`config.mk`:
```
export PLATFORM = sky130hd
export DESIGN_NAME = pwm_output_stage
export DESIGN_NICKNAME = d
export VERILOG_FILES = /design/src/rtl/pwm_pkg.sv /design/src/rtl/pwm_output_stage_prescaler.sv /design/src/rtl/pwm_output_stage.sv
export SDC_FILE = /design/constraint.sdc
export NUM_CORES = 1
export LEC_CHECK = 0
export ABC_CLOCK_PERIOD_IN_PS = 4200
export BUFFER_PORTS_ARGS = -buffer_cell sky130_fd_sc_hd__buf_2
export CORE_AREA = 5 5 59 61
export CTS_BUF_LIST = sky130_fd_sc_hd__clkbuf_4 sky130_fd_sc_hd__clkbuf_8 sky130_fd_sc_hd__clkbuf_16
export CTS_CLUSTER_SIZE = 12
export DETAILED_ROUTE_END_ITERATION = 10
export DIE_AREA = 0 0 64 66
export PLACE_DENSITY = 0.87
export SYNTH_ARGS = -nofsm -noshare
export SYNTH_HDL_FRONTEND = slang
export SYNTH_SLANG_ARGS = --single-unit
```
`constraint.sdc`:
```
create_clock -name clk -period 4.2 [get_ports clk]
set_input_delay 0.84 -clock clk [delete_from_list [all_inputs] [get_ports clk]]
set_output_delay 0.84 -clock clk [all_outputs]
set_load 0.01 [all_outputs]
```
`src/rtl/pwm_pkg.sv`:
```
// Shared constants and helpers for the PWM output stage.
package pwm_pkg;

    localparam int PWM_CNT_W = 8;
    localparam logic [PWM_CNT_W-1:0] PWM_PERIOD_MAX = 8'd254;
    localparam int NUM_OUTPUTS = 16;

    // Width of a counter holding 0..prescale-1; never narrower than one bit.
    function automatic int presc_cnt_width(input int prescale);
        return (prescale <= 2) ? 1 : $clog2(prescale);
    endfunction

endpackage

```
`src/rtl/pwm_output_stage_prescaler.sv`:
```
// Free-running clk divider: tick is high on the last cycle of every PRESCALE-cycle window.
module pwm_prescaler
    import pwm_pkg::*;
#(
    parameter int PRESCALE = 13
) (
    input  logic clk,
    input  logic rst_n,
    output logic tick
);

    localparam int CW = presc_cnt_width(PRESCALE);
    localparam logic [CW-1:0] LAST = CW'(PRESCALE - 1);

    logic [CW-1:0] presc_cnt_q;
    logic [CW-1:0] presc_cnt_d;

    assign tick = (presc_cnt_q == LAST);

    always_comb begin
        presc_cnt_d = presc_cnt_q + CW'(1);
        if (tick) begin
            presc_cnt_d = '0;
        end
    end

    always_ff @(posedge clk or negedge rst_n) begin
        if (!rst_n) begin
            presc_cnt_q <= '0;
        end else begin
            presc_cnt_q <= presc_cnt_d;
        end
    end

endmodule

```
`src/rtl/pwm_output_stage.sv`:
```
// 16-pin output stage: each pin is forced low, forced high or follows one shared PWM waveform.
// Define PWM_SHADOW_DUTY_EN to latch the duty cycle only at period boundaries.
module pwm_output_stage
    import pwm_pkg::*;
#(
    parameter int PRESCALE = 13
) (
    input  logic                   clk,
    input  logic                   rst_n,
    input  logic [7:0]             en_reg_out_7_0,
    input  logic [7:0]             en_reg_out_15_8,
    input  logic [7:0]             en_reg_pwm_7_0,
    input  logic [7:0]             en_reg_pwm_15_8,
    input  logic [7:0]             pwm_duty_cycle,
    output logic [NUM_OUTPUTS-1:0] out,
    output logic                   period_start
);

    logic                   tick;
    logic                   wrap;
    logic [PWM_CNT_W-1:0]   pwm_cnt_q;
    logic [PWM_CNT_W-1:0]   pwm_cnt_d;
    logic [PWM_CNT_W-1:0]   duty_eff;
    logic                   pwm_raw;
    logic [NUM_OUTPUTS-1:0] en_out;
    logic [NUM_OUTPUTS-1:0] en_pwm;
    logic [NUM_OUTPUTS-1:0] out_q;
    logic [NUM_OUTPUTS-1:0] out_d;
    logic                   period_start_q;

    pwm_prescaler #(
        .PRESCALE(PRESCALE)
    ) u_prescaler (
        .clk  (clk),
        .rst_n(rst_n),
        .tick (tick)
    );

    // Period is 0..254 so that duty 0xFF stays high through the whole period.
    assign wrap = tick && (pwm_cnt_q == PWM_PERIOD_MAX);

    always_comb begin
        pwm_cnt_d = pwm_cnt_q;
        if (wrap) begin
            pwm_cnt_d = '0;
        end else if (tick) begin
            pwm_cnt_d = pwm_cnt_q + PWM_CNT_W'(1);
        end
    end

`ifdef PWM_SHADOW_DUTY_EN
    logic [PWM_CNT_W-1:0] duty_shadow_q;

    always_ff @(posedge clk or negedge rst_n) begin
        if (!rst_n) begin
            duty_shadow_q <= '0;
        end else if (wrap) begin
            duty_shadow_q <= pwm_duty_cycle;
        end
    end

    assign duty_eff = duty_shadow_q;
`else
    assign duty_eff = pwm_duty_cycle;
`endif

    assign pwm_raw = (pwm_cnt_q < duty_eff);
    assign en_out  = {en_reg_out_15_8, en_reg_out_7_0};
    assign en_pwm  = {en_reg_pwm_15_8, en_reg_pwm_7_0};

    for (genvar gi = 0; gi < NUM_OUTPUTS; gi++) begin : g_pin
        assign out_d[gi] = en_out[gi] & (~en_pwm[gi] | pwm_raw);
    end

    always_ff @(posedge clk or negedge rst_n) begin
        if (!rst_n) begin
            pwm_cnt_q      <= '0;
            out_q          <= '0;
            period_start_q <= 1'b0;
        end else begin
            pwm_cnt_q      <= pwm_cnt_d;
            out_q          <= out_d;
            period_start_q <= wrap;
        end
    end

    assign out          = out_q;
    assign period_start = period_start_q;

endmodule

```
==> results list <==
* Count of nets after finishing: around 250
* Total negative setup slack: 0 ns
- Summed over all nets, the half-perimeter wirelength after detailed placement is approximately 2400 um.
* Maximum number of pins on one net before global-route repair: 30
- The worst-case IR drop observed on VDD is roughly 260 uV.
* Resize count post-CTS: 0
- When the netlist entered floorplanning its net count stood at 190.
- Finished Core Util: 0.616
* Clock transition time at the flip-flop clock pins of the worst setup and hold paths: around 0.090 ns
- Main area contributors after synthesis: sky130_fd_sc_hd__dfrtp_1, sky130_fd_sc_hd__ha_1, sky130_fd_sc_hd__inv_1, sky130_fd_sc_hd__a31oi_1, sky130_fd_sc_hd__xnor2_1
- DR vias/cell: roughly 5.1
* Number of rows created at floorplan: 20
- Number of slew-limit violations in the final report: 0
- Of the cells placed in the final design, the portion with a size suffix greater than 1 is 0.357.
- Result of the run: finished, final reports clean
- Final period utilization: 0.470
- The longest clock path from root to sink contains 2 buffers.
- Summing over every cut layer, the via total after detailed routing is ~1200.
- Setup repair after global routing left no endpoint under its margin.
* Die area: around 4200 sq um
- STA classifies the critical path startpoint as an input port.
* Count of flip-flops with a built-in enable after synthesis: 0
- First-pass GRT wire length: roughly 4800 um
- Number of DRC violations after detailed routing: 0
- Based on the critical path, the design can be clocked at up to about 510 MHz.
* Largest driver fanout on the critical path: 16
- Static leakage power: approximately 1 nW
- The initial utilization of the core area, before any placement, comes to 0.483.
- Die extent in y: roughly 66 um
* Power per Cell Area: 325 nW/um^2
* Proportion of synthesized chip area in sequential cells: 0.513
- Sinks on the clock net: 29
- Max-cap violations in this run came to 0.
* Max_slew headroom: 0.593
- Clock tree synthesis inserted a total of 5 buffers.
- Routed length per instance: 12.7 um
- Across the routed clock network, the largest skew measured is roughly 0.013 ns.
- Crit path DAT: around 2.2 ns
- TritonCTS built the clock tree.
* Filler cells: 250
- In this run the remaining antenna-violating nets after routing total 0.
* Total of hold buffers inserted after clock tree synthesis: 0
- Remaining global-route overflow: 0
- The via count of the first global-routing pass was ~1100.
- Among all flip-flop cells after synthesis, the most frequent one is sky130_fd_sc_hd__dfrtp_1.
- The H-tree was split into 2 levels.
- Number of input and output port buffers inserted: 58
- Area share of the leading cell type in the synthesized netlist: 0.513
- DIE WIDTH: between 60 and 70 um
- Minimum clock period: 1.97 ns
- Worst reg2reg setup slack: 2.42 ns
- The core region is 2930 sq um.
- Mean cell area of the mapped netlist: 10.3 sq um
- First-iteration detailed-routing DRC count: 35
- At the worst endpoint, the required time is 4.44 ns.
- Final routed wirelength across all metal layers: approximately 2900 um
* Synthesis Warnings: 0
- Async set or reset register ratio after synthesis: 1.00
- At the later pin of the worst-skew pair, clock insertion delay measures between 0.3 and 0.4 ns.
* Post-synth cell types: 31
* Kind of critical path: input port to flop
- The number of setup buffers added after CTS is 0.
- For the pin with the worst max-slew slack, the measured transition is just over 0.6 ns.
- The path class of the tightest hold or removal check is flop to flop.
- Synthesis inferred 29 register bits.
* Drt first pass iters: 4
- Last weighted congestion value of the routability-driven placer: 0.799
* Synth area leader: sky130_fd_sc_hd__dfrtp_1
- The number of hold violations in the final report is 0.
* Antenna Cells: 0
- The area growth from synthesis to layout is 27.5%.
* Total routing usage reported by global routing: 0.149
- Setup violations remaining at the end of the flow were counted as 0.
* Post-synthesis instance area: 1420 sq um
- The number of antenna violations at the first check in global routing is 0.
- Synthesis produced a netlist whose cell count is approximately 140.
- Clock tree root driver cell: sky130_fd_sc_hd__clkbuf_4
- Critical path capture point type: flop
- I/O pin count: around 60
[critical path, cell delays in order]
cell and delay [ns]:
sky130_fd_sc_hd__buf_2 0.08, sky130_fd_sc_hd__inv_1 0.03, sky130_fd_sc_hd__ha_1 0.29, sky130_fd_sc_hd__a211o_1 0.33
sky130_fd_sc_hd__a21oi_4 0.17, sky130_fd_sc_hd__nand2_2 0.22, sky130_fd_sc_hd__a31oi_1 0.25
[sequential cells by signal (all words and copies together) (netlist names)]
register and cells:
u_prescaler.presc_cnt_q 4, period_start 1, pwm_cnt_q 8, out 16
[Yosys cell counts, types with 2 or more instances]
master,number
sky130_fd_sc_hd__o21ai_0,2
sky130_fd_sc_hd__buf_6,2
sky130_fd_sc_hd__and3_1,2
sky130_fd_sc_hd__inv_1,28
sky130_fd_sc_hd__nor3_1,2
sky130_fd_sc_hd__dfrtp_1,29
sky130_fd_sc_hd__nor2_1,9
sky130_fd_sc_hd__xnor2_1,4
sky130_fd_sc_hd__a31oi_1,16
sky130_fd_sc_hd__nand4_1,3
sky130_fd_sc_hd__nand2b_1,2
sky130_fd_sc_hd__nand2_1,7
sky130_fd_sc_hd__ha_1,11
sky130_fd_sc_hd__o21ai_1,3
[report_power, final]
group | total [mW] | switching (mW) | internal, mW
sequential | 0.289 | 0.00193 | 0.287
clock | 0.242 | 0.0939 | 0.149
combinational | 0.0553 | 0.0291 | 0.0262
total | 0.587 | 0.125 | 0.462
[area by class of cell]
cell class / count / area [sq um] / share of cell area
flip-flops and latches: 29 / 726 / 0.402
inverters: 28 / 105 / 0.0583
clock inverters: 1 / 30.0 / 0.0166
well taps: 33 / 41.3 / 0.0229
multi-input cells: 76 / 553 / 0.307
clock buffers: 7 / 58.8 / 0.0326
repair buffers: 58 / 290 / 0.161
[path summary, 6_finish.rpt]
| kind | startpoint | to | depth (start not counted) |
|---|---|---|---|
| setup / recovery | pwm_duty_cycle[5] | out[5] | 7 |
| hold / removal | u_prescaler.presc_cnt_q[0] | u_prescaler.presc_cnt_q[0] | 1 |
| setup reg to reg | pwm_cnt_q[5] | out[5] | 5 |
| hold reg to reg | u_prescaler.presc_cnt_q[0] | u_prescaler.presc_cnt_q[0] | 1 |
| max in group asynchronous | rst_n | pwm_cnt_q[1] | 1 |
| min in group asynchronous | rst_n | pwm_cnt_q[0] | 1 |
[layer usage]
metal / global-route usage / vias to the layer above / part of all wire
met5: 0 / - / 0
met4: 0.0545 / 0 / 0.013
met3: 0.0697 / 7 / 0.098
met2: 0.253 / 41 / 0.51
met1: 0.163 / 545 / 0.38
li1: - / 585 / -
[layout by cell type (no fill, tap or decap), drive strengths merged, types with 2 or more instances in the layout]
cell	synthesis	routed
buf	3	58
dfrtp	29	29
inv	28	28
a31oi	16	16
ha	11	11
nor2	9	9
nand2	8	8
clkbuf	1	7
o21ai	5	5
xnor2	4	4
nand4	3	3
and3	2	2
nand2b	2	2
nor3	2	2
a21oi	2	2
a211oi	2	2
[kinds of logic (layout without fill, tap and decap cells)]
logic type / Yosys count / count (layout) / synth area share
xor gates and xnor gates: 5 / 5 / 0.0309
adders and majority gates: 11 / 11 / 0.0973
AOI/OAI and AO/OA: 30 / 30 / 0.156
DFF: 29 / 29 / 0.513
and+or+nand+nor: 29 / 29 / 0.0990
muxes: 1 / 1 / 0.00796
buffers and inverters: 32 / 94 / 0.0964
[through the flow]
step           cells  hold WS [ns]  cell area (sq um)  setup WS (ns)  total power, mW
5_1_grt          232         0.523               1800           2.12            0.613
3_3_place_gp     224         0.478               1720           1.96            0.349
2_1_floorplan    137         0.454               1420           2.08            0.317
4_1_cts          232         0.505               1800           2.22            0.595
3_5_place_dp     224         0.492               1720           1.88            0.351
6_report         232         0.499               1800           2.23            0.587
No activity file was read; power rests on OpenSTA's default activity.
